File: src/rtl/fetch_unit.sv
// -----------------------------------------------------------------------------
// fetch_unit
//   Instruction-fetch stage of the RV32I core. Owns the program counter, drives
//   the instruction-memory address and registers each fetched word together
//   with its PC into a single valid/ready slot feeding decode. Branch redirects
//   from execute (branch_pc + ImmOp) reload the PC and flush the slot; a
//   misaligned redirect target halts fetching until reset.
//
// Ports
//   clk          in   1      system clock, rising edge
//   rst_n        in   1      asynchronous active-low reset
//   imem_addr    out  WIDTH  instruction-memory address (combinational = PC)
//   imem_rdata   in   WIDTH  instruction word at imem_addr (same-cycle read)
//   branch_taken in   1      redirect request from execute
//   branch_pc    in   WIDTH  PC of the redirecting instruction
//   ImmOp        in   WIDTH  sign-extended branch offset
//   instr        out  WIDTH  registered instruction to decode
//   instr_pc     out  WIDTH  PC of instr
//   instr_valid  out  1      instr/instr_pc hold a live instruction
//   instr_ready  in   1      decode accepts this cycle
//   misalign     out  1      sticky: last redirect target was misaligned
//   fetch_count  out  32     instructions accepted by decode since reset
// -----------------------------------------------------------------------------
module fetch_unit #(
  parameter logic [31:0] RESET_PC = 32'h0000_0000,
  parameter int          WIDTH    = 32
) (
  input  logic             clk,
  input  logic             rst_n,
  output logic [WIDTH-1:0] imem_addr,
  input  logic [WIDTH-1:0] imem_rdata,
  input  logic             branch_taken,
  input  logic [WIDTH-1:0] branch_pc,
  input  logic [WIDTH-1:0] ImmOp,
  output logic [WIDTH-1:0] instr,
  output logic [WIDTH-1:0] instr_pc,
  output logic             instr_valid,
  input  logic             instr_ready,
  output logic             misalign,
  output logic [31:0]      fetch_count
);

  typedef enum logic [1:0] {
    ST_IDLE = 2'b00,
    ST_RUN  = 2'b01,
    ST_TRAP = 2'b10
  } state_t;

  localparam logic [WIDTH-1:0] PC_STEP = WIDTH'(4);

  state_t           state_q, state_d;
  logic [WIDTH-1:0] pc_q, pc_d;
  logic [WIDTH-1:0] instr_q, instr_d;
  logic [WIDTH-1:0] instr_pc_q, instr_pc_d;
  logic             valid_q, valid_d;
  logic             misalign_q, misalign_d;
  logic [31:0]      count_q, count_d;

  logic             slot_free_s;
  logic             xfer_s;
  logic [WIDTH-1:0] target_s;

  // Handshake qualifiers and redirect target (modulo 2^WIDTH).
  assign slot_free_s = !valid_q || instr_ready;
  assign xfer_s      = valid_q && instr_ready;
  assign target_s    = branch_pc + ImmOp;

  // Next-state logic: FSM plus slot/PC update with redirect > fetch > stall.
  always_comb begin
    state_d    = state_q;
    pc_d       = pc_q;
    instr_d    = instr_q;
    instr_pc_d = instr_pc_q;
    valid_d    = valid_q;
    misalign_d = misalign_q;
    // A word accepted on a redirect edge is flushed but still counted.
    count_d    = xfer_s ? (count_q + 32'd1) : count_q;

    case (state_q)
      ST_IDLE: begin
        // One idle cycle after reset gives memory time to present RESET_PC.
        state_d = ST_RUN;
        valid_d = 1'b0;
      end
      ST_RUN: begin
        if (branch_taken) begin
          valid_d = 1'b0;
          pc_d    = target_s;
          if (target_s[1:0] != 2'b00) begin
            misalign_d = 1'b1;
            state_d    = ST_TRAP;
          end else begin
            state_d = ST_RUN;
          end
        end else if (slot_free_s) begin
          instr_d    = imem_rdata;
          instr_pc_d = pc_q;
          valid_d    = 1'b1;
          pc_d       = pc_q + PC_STEP;
        end else begin
          // Stall: decode has not taken the current word; hold everything.
          pc_d    = pc_q;
          valid_d = valid_q;
        end
      end
      ST_TRAP: begin
        // Halted on a misaligned target; only reset leaves this state.
        valid_d = 1'b0;
        state_d = ST_TRAP;
      end
      default: begin
        state_d = ST_IDLE;
        valid_d = 1'b0;
      end
    endcase
  end

  // State and output registers with asynchronous reset.
  always_ff @(posedge clk or negedge rst_n) begin
    if (!rst_n) begin
      state_q    <= ST_IDLE;
      pc_q       <= RESET_PC[WIDTH-1:0];
      instr_q    <= '0;
      instr_pc_q <= '0;
      valid_q    <= 1'b0;
      misalign_q <= 1'b0;
      count_q    <= 32'd0;
    end else begin
      state_q    <= state_d;
      pc_q       <= pc_d;
      instr_q    <= instr_d;
      instr_pc_q <= instr_pc_d;
      valid_q    <= valid_d;
      misalign_q <= misalign_d;
      count_q    <= count_d;
    end
  end

  assign imem_addr   = pc_q;
  assign instr       = instr_q;
  assign instr_pc    = instr_pc_q;
  assign instr_valid = valid_q;
  assign misalign    = misalign_q;
  assign fetch_count = count_q;

endmodule
File: config.mk
export PLATFORM = sky130hd
export DESIGN_NAME = fetch_unit
export DESIGN_NICKNAME = d
export VERILOG_FILES = /design/src/rtl/fetch_unit.sv
export SDC_FILE = /design/constraint.sdc
export NUM_CORES = 1
export LEC_CHECK = 0
export ABC_AREA = 1
export BUFFER_PORTS_ARGS = -buffer_cell sky130_fd_sc_hd__buf_2
export CAP_MARGIN = 30
export CELL_PAD_IN_SITES_DETAIL_PLACEMENT = 1
export CELL_PAD_IN_SITES_GLOBAL_PLACEMENT = 1
export CORE_ASPECT_RATIO = 1.1
export CORE_MARGIN = 2
export CORE_UTILIZATION = 35
export DETAILED_ROUTE_END_ITERATION = 10
export HOLD_SLACK_MARGIN = 0.08
export PLACE_DENSITY_LB_ADDON = 0.25
export SYNTH_ARGS = -nofsm -noshare
export SYNTH_HDL_FRONTEND = slang
export SYNTH_SLANG_ARGS = --single-unit
File: constraint.sdc
create_clock -name clk -period 2.1 [get_ports clk]
set_clock_uncertainty 0.2 [all_clocks]
set_input_delay 0 -clock clk [delete_from_list [all_inputs] [get_ports clk]]
set_output_delay 0 -clock clk [all_outputs]
set_load 0.01 [all_outputs]
### After elaboration in Yosys (flattened, before gate mapping)

Index checks and enable logic that the tools add are counted.

* register bits after elaboration: 132
* bits in latches: 0
* output and inout port bits: 130
* input port bits: 100
* RAM bits: 0
* bits in read-only memories: 0
* memories kept: 0

* reductions and logical operators: 9
* magnitude comparators: 0
* divide/modulo/power cells: 0
* shifts and indexed selects: 0
* equality and inequality tests: 4
* bitwise logic cells: 1
* add/subtract/negate cells: 3
* $mul: 0
* muxes and demuxes: 8

Operators by type and width (number)
* $mux 32: 2
* $add 32x1->32 const B: 1
* $add 32x3->32 const B: 1
* $add 32x32->32: 1
* $pmux 2 s3: 1
* $reduce_and 3->1: 2
* $mux 2: 2
* $reduce_bool 2->1: 2
* $mux 1: 3
* $ne 3x3->1 const B: 1
* $eq 2x1->1 const B: 1
* $eq 2x2->1 const B: 1
* $logic_not 2->1: 1
* $ne 2x2->1 const B: 1
* $reduce_and 2->1: 1
* $logic_and 1x1->1: 1
* $logic_not 1->1: 1
* $logic_or 1x1->1: 1
* $not 1->1: 1

### Logic depth before layout (Yosys ltp)

Gate-level depths: netlist of the first run.

* depth in word-level cells: 5
* mapped depth: 14
* mapped depth without buffers: 14

### Least setup slack after synthesis of the first run

No wires, ideal clock.

* path kind: register -> register
* start point: reg count_q[1], in the netlist fetch_count[1]
* end point: reg count_q[26], in the netlist fetch_count[26]
* buffers on the path: 0
* setup slack: 0.259 ns
* setup time: 0.079 ns
* arrival: 1.562 ns
* required time: 1.821 ns
* cell stages (with the launch flop): 9
* path through: dfrtp_1 -> ha_1 -> nand3_1 -> nor3_2 -> nand2_1 -> nor2_4 -> nand4_2 -> nor3_1 -> xor2_1

* longest elaborated chain between the ends: 1

RTL lines
* start, declared: RTL line 57 `logic [31:0] count_q, count_d;`
* start signal, assigned: RTL line 135 `count_q <= count_d;`
* $add 32x1->32: RTL line 77 `count_d = xfer_s ? (count_q + 32'd1) : count_q;`

Every way passes these cells.
A chain may end at the register's enable or synchronous reset.

### Final worst setup path of the first run

* start point: reg count_q[0], in the netlist fetch_count[0]
* end point: reg count_q[26], in the netlist fetch_count[26]

Same word-level chain as after synthesis.

==> metrics, run 1 <==
share of layout cells above drive strength 1=27.9%; Tmin final=2.05 ns; Unique masters post-synth=39; final non-filler cell total=1864; post-synthesis mux area share=4.71%; Remaining DRCs=0; DRT Pass-1 Iters=4; IO buf count=229; diode count=0; root buf cell=clkbuf_16; leak pwr=6.52 nW; sequential share of power=32.4%; clk buf depth=2; Final GP Congestion=0.859; critical-path cell list=ha_2 -> nand3_2 -> nor3_4 -> nand2_2 -> nor2_4 -> nand4_4 -> nor3_2 -> xor2_1; final slew viol count=0; initial antenna violation count=0; run status=completed; Critical Path Max Stage Delay=0.39 ns; main area contributors after synthesis=dfrtp_1 38%, nand2_1 16%, inv_1 7.5%; most area-hungry cell type in the Yosys netlist=dfrtp_1; post-synthesis sequential area ratio=38.4%; crit-path max FO=3; Max-cap violations=0; Switching Fraction=42.0%; die width=153 µm; post-layout util=50.4%; largest family of logic cells by synthesized area=simple AND/OR/NAND/NOR gates; Clock Latency Late Sink=0.42 ns; P_int=7.94 mW; Yosys reg bits=132; Logic pwr share=45.9%; Syn Area/Cell=7.30 µm²; number of buffers and inverters on the critical path=0; Slew HR=67.9%; synthesis-to-finish area growth=42.5%; Die H=168 µm; Num CTS Buffers=17; Synth Area in Compound Gates=8.71%; final hold vios=0; global-route wire length before repair=49.0 mm; Total Wirelength=31.1 mm; HPWL after DPL=23.1 mm; Ys Warns=0; period utilization=97.4%; Crit path max-delay family=simple AND/OR/NAND/NOR gates; Site Rows=60; actual slew at the worst max-slew pin=0.482 ns; fmax=0.489 GHz; Crit path arrival time=2.19 ns; number of nets with antenna violations after routing=0; TritonCTS clock tree=done; switching power total=5.75 mW; worst setup path class=register to register; maximum vdd drop=0.524 mV; DR WL/cell=16.7 µm; mapped cell area=8600 µm²; Initial Utilization=35.4%; largest net degree at the start of global routing=77; post-synthesis simple-gate area fraction=29.1%; Mapped Cells=1178; final setup fails=0; pwr dens=1120 nW/µm²; number of global-route vias before repair=9441; GRT Total Usage=23.4%; synthesized-area fraction occupied by adder cells=5.03%; clock share of power=21.7%; Vias/cell=4.86; Clock transition at path regs=0.06 ns; post-synth net total=1312; Post-Synth XOR/XNOR Area=5.28%; I/O Pins=230; Clock Sinks=132; DRT iter0 DRCs=301; unrepaired setup endpoints after global routing=true; die footprint=25900 µm²; CP Data Required Time=2.24 ns; CP Launch Type=register; top-area cell type share of the netlist area=38.4%; routed via count=9066; core area=24300 µm²; nets@finish=1675; total gr overflow=0; slowest cell on the critical path=dfrtp_1; type of the most critical hold path=primary input to register; placed cell count=1731; CTS HTree Levels=4; Crit. End Element=register
[Yosys cell counts (all sizes together)]
cell type  instances
nand3b             6
clkbuf            14
nand4             14
nor3b              2
mux2              36
nor3              32
nor4               3
xor2              35
inv              175
nand3             62
ha                33
o21ai             52
and2               2
o21bai             3
nand2            367
nor2              97
a21o               1
xnor2             16
fa                 1
dfrtp            132
a22oi              8
o22ai              1
a21oi             71
a31oi              6
buf                9
[placed cells by master (no fill, tap or decap), types with 6 or more instances in the layout]
master         count
nand2_1          348
buf_2            228
inv_1            172
dfrtp_1          129
dlygate4sd3_1     89
nor2_1            76
a21oi_1           60
nand3_1           58
o21ai_0           47
buf_4             45
mux2_2            36
xor2_1            35
nor3_1            22
ha_1              22
clkbuf_16         17
xnor2_1           15
nand2_2           14
nor2_2            13
nand4_1           12
a21oi_2           11
nor3_2             8
a22oi_1            8
nor2_4             7
nand3b_1           6
ha_2               6
[repair_timing]
action / CTS / global route
cloned: 0 / 0
resized for setup: 4 / 74
setup buffers: 2 / 10
endpoints found under the setup margin: 5 / 24
endpoints found under the hold margin: 212 / 0
pin swaps: 0 / 6
hold buffers: 89 / 0
[power groups by stage]
stage	Clock [mW]	Combinational (mW)	Sequential (mW)
after detailed placement	0	5.80	4.46
after CTS	3.02	6.06	4.41
final	2.97	6.29	4.44
after floorplan	0	2.84	4.76
after global placement	0	5.69	4.39
after global routing	3.13	6.91	4.58
[through the flow]
stage | hold WS (ns) | cell area [µm²] | setup slack [ns] | TNS [ns] | power, mW
after floorplan | -0.496 | 8600 | 0.259 | 0 | 7.60
after global placement | -0.233 | 10400 | 0.00100 | 0 | 10.1
after detailed placement | -0.228 | 10400 | -0.0509 | -0.0529 | 10.3
after CTS | 0.0837 | 11900 | 0.0402 | 0 | 13.5
after global routing | 0.0777 | 12300 | -0.0271 | -0.0414 | 14.6
final | 0.0252 | 12300 | 0.0536 | 0 | 13.7
[path summary, 6_finish.rpt]
| path | depth (start not counted) | from | slack (ns) | end |
|---|---|---|---|---|
| max | 8 | fetch_count[0]$_DFFE_PN0P_ | 0.05 | fetch_count[26]$_DFFE_PN0P_ |
| min | 5 | branch_pc[23] | 0.03 | imem_addr[23]$_DFFE_PN0P_ |
| max reg2reg | 8 | fetch_count[0]$_DFFE_PN0P_ | 0.05 | fetch_count[26]$_DFFE_PN0P_ |
| min reg2reg | 1 | state_q[1]$_DFFE_PN0N_ | 0.23 | state_q[0]$_DFFE_PN0N_ |
| max in group asynchronous | 4 | rst_n | 0.57 | instr[12]$_DFFE_PN0P_ |
| min in group asynchronous | 3 | rst_n | 0.44 | instr[26]$_DFFE_PN0P_ |
[layout make-up]
| type | count | area (µm²) |
|---|---|---|
| fill | 3084 | 12100 |
| timing repair buffer | 367 | 2460 |
| inverter | 175 | 657 |
| clock inverter | 12 | 130 |
| sequential | 132 | 3310 |
| tap | 310 | 388 |
| multi-input combinational | 848 | 4860 |
| clock buffer | 20 | 457 |
[kinds of logic after synthesis]
family                   Yosys count
AND/OR/NAND/NOR                  585
buffers and inverters            198
AO/OA/AOI/OAI                    142
flip-flops                       132
XOR/XNOR                          51
multiplexers                      36
adder cells (fa/ha/maj)           34
[registers in the layout, summed over array words and instances (netlist names)]
register and cells:
instr_pc 32, misalign 1, imem_addr 32, state_q 2, instr_valid 1, fetch_count 32
instr 32
[per-layer routing]
layer	track usage (%)	wire, µm	part of all wire (%)
met5	0	0	0
met4	6.22	684	2.2
met3	3.94	1160	3.7
met2	41.4	15600	50
met1	29.7	13600	44
[tightest hold or removal path: stages]
cell and delay, ns:
buf_2 0.10, ha_4 0.17, nand3b_1 0.11, nand3_1 0.09, a21oi_1 0.13
(Power assumes the default switching activity.)
==> inputs of run 2 (changes only) <==
Settings changed: BUFFER_PORTS_ARGS -buffer_cell sky130_fd_sc_hd__buf_2 to default, DONT_BUFFER_PORTS from default to 1.
Clock period 2.1 ns to 2.01 ns, I/O delays scaled along.
==> run 2 against run 1 <==
  * Non-clock buffer count shrank 159
  * First-iteration DRC count is 27% higher
  * Final cell count fell by 8.6%
  * Wire length decreased by 1.5%
  * Critical path depth is the same
  * Core utilization down 2.1 points
  * Sequential share of layout area is 1.2 points higher
  * Register-to-register slack lost 0.06 ns
  * The flow now finishes with violations (negative hold slack, negative setup slack)
  * Setup slack got worse by 0.059 ns
  * Die area stayed put
  * Sequential power grew 14%
  * Combinational power down 10%
==> metrics, run 2 (same netlist as run 1, synthesis figures left out) <==
clk buf depth=2 (unchanged); placed cell areas=9460 µm² (-9.0%); Pwr Total=13.9 mW (+1.7%); Vias/cell=4.95 (+1.8%); slowest cell on the critical path=dfrtp_1; nets@finish=1516 (-9.5%); CP Data Required Time=2.14 ns (-0.10 ns); Worst R2R Setup Slack=-0.006 ns (-0.06 ns); Post-Route Setup TNS=-0.00553 ns (-0.00553 ns); initial antenna violation count=0 (unchanged); synthesis-to-finish area growth=36.6%; Clock Sinks=132 (unchanged); Initial Utilization=35.4% (unchanged); Remaining DRCs=0 (unchanged); Site Rows=60 (unchanged); Critical Path Most Common Cell=nor3_4; actual slew at the worst max-slew pin=0.459 ns (-0.0230 ns); number of buffers and inverters on the critical path=0 (unchanged); number of nets with antenna violations after routing=0 (unchanged); die width=153 µm (unchanged); root buf cell=clkbuf_16; HPWL after DPL=21.8 mm (-5.6%); IO buf count=0 (-100%); failing checks=negative hold slack, negative setup slack; Crit path max-delay family=simple AND/OR/NAND/NOR gates; unrepaired setup endpoints after global routing=true; type of the most critical hold path=primary input to asynchronous set/reset pin; crit-path max FO=3 (unchanged); maximum vdd drop=0.570 mV (+8.7%); R2R depth=8 (unchanged); final hold vios=132 (+132); run status=finished, violations left; global-route wire length before repair=48.3 mm (-1.5%); worst setup margin=-0.00553 ns (-0.0592 ns); TritonCTS clock tree=done; DRT Pass-1 Iters=4 (unchanged); Tmin final=2.02 ns (-0.0308 ns); GRT Total Usage=23.3% (-0.13 points); critical-path cell list=ha_2 -> nand3_2 -> nor3_4 -> nand2_2 -> nor2_4 -> nand4_4 -> nor3_4 -> xor2_1; cts hold-fix bufs=123 (+38%); reg2reg start=fetch_count[1]$_DFFE_PN0P_; I/O Pins=230 (unchanged); Final GP Congestion=0.915 (+6.5%); commonest cells after routing, fill and taps aside=348 x nand2_1, 172 x inv_1, 128 x dfrtp_1, 122 x dlygate4sd3_1, 84 x buf_4; Slew HR=69.2% (+1.3 points); die footprint=25900 µm² (unchanged); Die H=168 µm (unchanged); largest net degree at the start of global routing=133 (+73%); Clock Latency Late Sink=0.42 ns (about the same); final instance area=11800 µm² (-4.1%); Clock transition at path regs=0.07 ns (about the same); CTS HTree Levels=4 (unchanged); worst setup path class=register to register; final slew viol count=0 (unchanged); fmax=0.496 GHz (+1.5%); routed via count=8440 (-6.9%); reg2reg end=fetch_count[26]$_DFFE_PN0P_; DRT iter0 DRCs=382 (+27%); hold_ws=-0.927 ns (-0.952 ns); Num CTS Buffers=17 (unchanged); Total Wirelength=30.6 mm (-1.5%); DR WL/cell=18.0 µm (+7.7%); most common cell after layout, fill and taps aside=nand2_1; final setup fails=1 (+1); number of global-route vias before repair=8966 (-5.0%); Max-cap violations=0 (unchanged); total gr overflow=0 (unchanged); pwr dens=1190 nW/µm² (+6.1%); Crit path arrival time=2.15 ns (-0.04 ns); Crit. End Element=register; diode count=0 (unchanged); share of layout cells above drive strength 1=17.4% (-10 points); core area=24300 µm² (unchanged); Critical Path Max Stage Delay=0.38 ns (about the same); leak pwr=5.91 nW (-9.4%); period utilization=100% (+2.8 points); CP Launch Type=register; Fillers=2963 (-3.9%)
-- run 2: cell count changes in the layout (fill, tap and decap cells not counted), moves of 2 or more --
cell and delta:
a21oi_1 +3, a21oi_2 -3, buf_12 -2, buf_2 -228
buf_4 +39, dlygate4sd3_1 +33, ha_1 -3, ha_4 +2
nor2_2 -2, nor3_4 +2, o21ai_0 +3, o21ai_1 -3
-- run 2: through the flow --
| stage | setup slack [ns] | instances | util, % |
|---|---|---|---|
| after floorplan | 0.169 | 1178 | - |
| after global placement | 0.0117 | 1536 | 38.9 |
| after detailed placement | -0.0145 | 1536 | 38.9 |
| after CTS | 0.0208 | 1690 | 46.5 |
| after global routing | -0.104 | 1704 | 48.3 |
| final | -0.00553 | 1704 | 48.3 |
-- run 2: how the worst max path moves through the flow --
stage	start	endpoint	slack, ns	cells after the start
after floorplan	fetch_count[1]$_DFFE_PN0P_	fetch_count[26]$_DFFE_PN0P_	0.17	8
after global placement	branch_pc[0]	imem_addr[28]$_DFFE_PN0P_	0.01	13
after detailed placement	imem_addr[9]$_DFFE_PN0P_	imem_addr[31]$_DFFE_PN0P_	-0.01	12
after CTS	imem_addr[3]$_DFFE_PN0P_	imem_addr[19]$_DFFE_PN0P_	0.02	8
after global routing	fetch_count[1]$_DFFE_PN0P_	fetch_count[26]$_DFFE_PN0P_	-0.10	8
final	fetch_count[1]$_DFFE_PN0P_	fetch_count[26]$_DFFE_PN0P_	-0.006	8
-- run 2: worst reg2reg max path: cells and delay by family (launching register included) --
kind	cells	cell delay, ns
adders and majority gates	1	0.21
DFF	1	0.38
xor gates and xnor gates	1	0.16
and+or+nand+nor	6	1.00
-- run 2: cell type report --
class	count	area, µm²	area share, %
clock buffer	19	453	3.85
multi-input combinational	848	4900	41.7
timing repair buffer	208	1890	16.1
tap	310	388	3.30
sequential	132	3310	28.1
inverter	175	659	5.61
clock inverter	12	155	1.32
-- run 2: power breakdown --
group          internal, mW  switching (mW)  leakage [nW]
Combinational          2.34            3.29          4.01
Sequential             3.74            1.33          1.60
Clock                  2.01            1.21         0.295
Total                  8.09            5.84          5.91
-- run 2: what timing repair did --
item / in CTS / in global routing
gates cloned: 0 / 0
buffers inserted: 0 / 14
gates resized for setup: 2 / 79
setup endpoints to repair: 2 / 29
endpoints found under the hold margin: 224 / 132
pin swaps: 0 / 16
-- run 2: metal layers --
| layer | GRT usage, % | routed length [µm] | vias up | share of wire (%) |
|---|---|---|---|---|
| met4 | 7.02 | 682 | 0 | 2.2 |
| met3 | 4.66 | 1490 | 37 | 4.9 |
| li1 | - | - | 4166 | - |
| met2 | 41.0 | 15400 | 200 | 50 |
| met1 | 28.8 | 13100 | 4037 | 43 |
| met5 | 0 | 0 | - | 0 |
==> inputs of run 3 (changes only) <==
Settings changed: CELL_PAD_IN_SITES_DETAIL_PLACEMENT 1 to default, CELL_PAD_IN_SITES_GLOBAL_PLACEMENT 1 to default, GPL_TIMING_DRIVEN from default to 0.
==> run 3 against run 2 <==
  * The run ends with negative hold slack left
  * Setup slack gained 0.0058 ns
  * Die area is the same
  * Global-route usage shrank 2.6 points
  * First-iteration DRC count shrank 2.9%
  * Wire length shrank 9.7%
  * Critical endpoint is now fetch_count[27]$_DFFE_PN0P_
  * Largest cell class unchanged
==> metrics, run 3 (same netlist as run 1, synthesis figures left out) <==
Max-cap violations=0 (unchanged); GRT Total Usage=20.7% (-2.6 points); total gr overflow=0 (unchanged); Worst R2R Setup Slack=0.0003 ns (about the same); period utilization=100% (-0.29 points); global-route wire length before repair=42.8 mm (-11%); die footprint=25900 µm² (unchanged); clock share of power=23.9% (+0.7 points); Critical Path Most Common Cell=nand2_4; slowest cell on the critical path=dfrtp_2; pwr dens=1160 nW/µm² (-2.4%); HPWL after DPL=20.4 mm (-6.5%); fmax=0.498 GHz (+0.29%); sequential share of power=42.2% (+5.8 points); synthesis-to-finish area growth=34.8%; nets@finish=1483 (-2.2%); CTS HTree Levels=4 (unchanged); Pwr Total=13.4 mW (-3.6%); Crit. End Element=register; CP Launch Type=register; critical-path cell list=nand2_2 -> nor3_4 -> nand2_4 -> nor2_8 -> nand2_4 -> nor2_4 -> nand2_4 -> nor2_4 -> nand2_2 -> xnor2_2; Clock transition at path regs=0.07 ns (about the same); actual slew at the worst max-slew pin=0.596 ns (+0.137 ns); core area=24300 µm² (unchanged); hold_ws=-0.924 ns (+0.00263 ns); most common cell after layout, fill and taps aside=nand2_1; Switching Fraction=43.0% (+1.1 points); switching power total=5.78 mW (-1.0%); worst setup margin=0.000292 ns (+0.00583 ns); placed cell areas=8990 µm² (-4.9%); Crit path arrival time=2.10 ns (-0.05 ns); Total Wirelength=27.7 mm (-9.7%); number of global-route vias before repair=8035 (-10%); failing checks=negative hold slack; largest net degree at the start of global routing=133 (unchanged); Final GP Congestion=0.915 (about the same); Initial Utilization=35.4% (unchanged); Logic pwr share=33.9% (-6.6 points); Crit path max-delay family=simple AND/OR/NAND/NOR gates; crit-path max FO=5 (+2); share of layout cells above drive strength 1=17.0% (-0.47 points); Die H=168 µm (unchanged); placed cell count=1488 (-3.1%); final setup fails=0 (-1); final instance area=11600 µm² (-1.3%); routed via count=8226 (-2.5%); final hold vios=132 (unchanged); number of nets with antenna violations after routing=0 (unchanged); initial antenna violation count=0 (unchanged); Clock Latency Late Sink=0.41 ns (about the same); DRT Pass-1 Iters=5 (+1); unrepaired setup endpoints after global routing=true; Critical Path Max Stage Delay=0.46 ns (+0.08 ns); Fillers=2408 (-19%); CP Data Required Time=2.10 ns (-0.04 ns); leak pwr=5.70 nW (-3.5%); Tmin final=2.01 ns (-0.00583 ns); DRT iter0 DRCs=371 (-2.9%); die width=153 µm (unchanged); TritonCTS clock tree=done; final slew viol count=0 (unchanged); I/O Pins=230 (unchanged); diode count=0 (unchanged); Vias/cell=4.92 (-0.67%); final non-filler cell total=1672 (-1.9%); dpl ws=-0.269 ns (-0.255 ns); Site Rows=60 (unchanged); DR WL/cell=16.6 µm (-8.0%); maximum vdd drop=0.573 mV (+0.51%); Clock Sinks=132 (unchanged); clk buf depth=2 (unchanged); commonest cells after routing, fill and taps aside=344 x nand2_1, 170 x inv_1, 131 x dlygate4sd3_1, 105 x dfrtp_1; IO buf count=0 (unchanged); type of the most critical hold path=primary input to asynchronous set/reset pin; root buf cell=clkbuf_16; P_int=7.65 mW (-5.5%); Num CTS Buffers=17 (unchanged); Remaining DRCs=0 (unchanged); Slew HR=60.3% (-8.9 points); number of buffers and inverters on the critical path=0 (unchanged); run status=finished, violations left; worst setup path class=register to register
## run 3: layout make-up
class                   count  area (µm²)  share of cell area, %
multi-input cells         848        5020                   43.2
flip-flops and latches    132        3340                   28.8
inverters                 175         657                   5.66
clock buffers              18         429                   3.70
well taps                 310         388                   3.34
plain buffers              23         124                   1.07
repair buffers            152        1470                   12.7
clock inverters            14         178                   1.53
## run 3: final timing paths
kind | startpoint | end | cells after the start
min in group clk | branch_pc[6] | imem_addr[7]$_DFFE_PN0P_ | 8
setup reg to reg | fetch_count[1]$_DFFE_PN0P_ | fetch_count[27]$_DFFE_PN0P_ | 10
max in group asynchronous | rst_n | imem_addr[4]$_DFFE_PN0P_ | 0
hold reg to reg | state_q[1]$_DFFE_PN0N_ | state_q[0]$_DFFE_PN0N_ | 1
hold / removal | rst_n | fetch_count[15]$_DFFE_PN0P_ | 0
setup / recovery | fetch_count[1]$_DFFE_PN0P_ | fetch_count[27]$_DFFE_PN0P_ | 10
## run 3: power groups by stage
| stage | Combinational, mW | Sequential [mW] | Clock [mW] |
|---|---|---|---|
| after floorplan | 2.97 | 4.98 | 0 |
| after global placement | 3.79 | 5.57 | 0 |
| after detailed placement | 3.85 | 5.59 | 0 |
| after CTS | 4.24 | 5.59 | 3.27 |
| after global routing | 5.13 | 5.81 | 3.40 |
| final | 4.55 | 5.67 | 3.21 |
## run 3: through the flow
step	setup TNS (ns)	utilization [%]	hold WS (ns)
after floorplan	0	-	-0.496
after global placement	-7.50	37.0	-0.493
after detailed placement	-7.97	37.0	-0.493
after CTS	-0.00822	45.4	-0.938
after global routing	-0.309	47.7	-0.947
final	0	47.7	-0.924
## run 3: repair_timing
action,in CTS,in global routing
hold endpoints to repair,229,133
buffers inserted,1,20
endpoints found under the setup margin,65,69
hold buffers,131,1
pin swaps,1,22
gates resized for setup,44,106
## run 3: per-layer routing
layer  global-route usage, %  share of wire (%)
met3                    5.25                7.3
met1                    24.2                 40
met5                       0                  0
met4                    5.42                2.0
met2                    37.7                 51
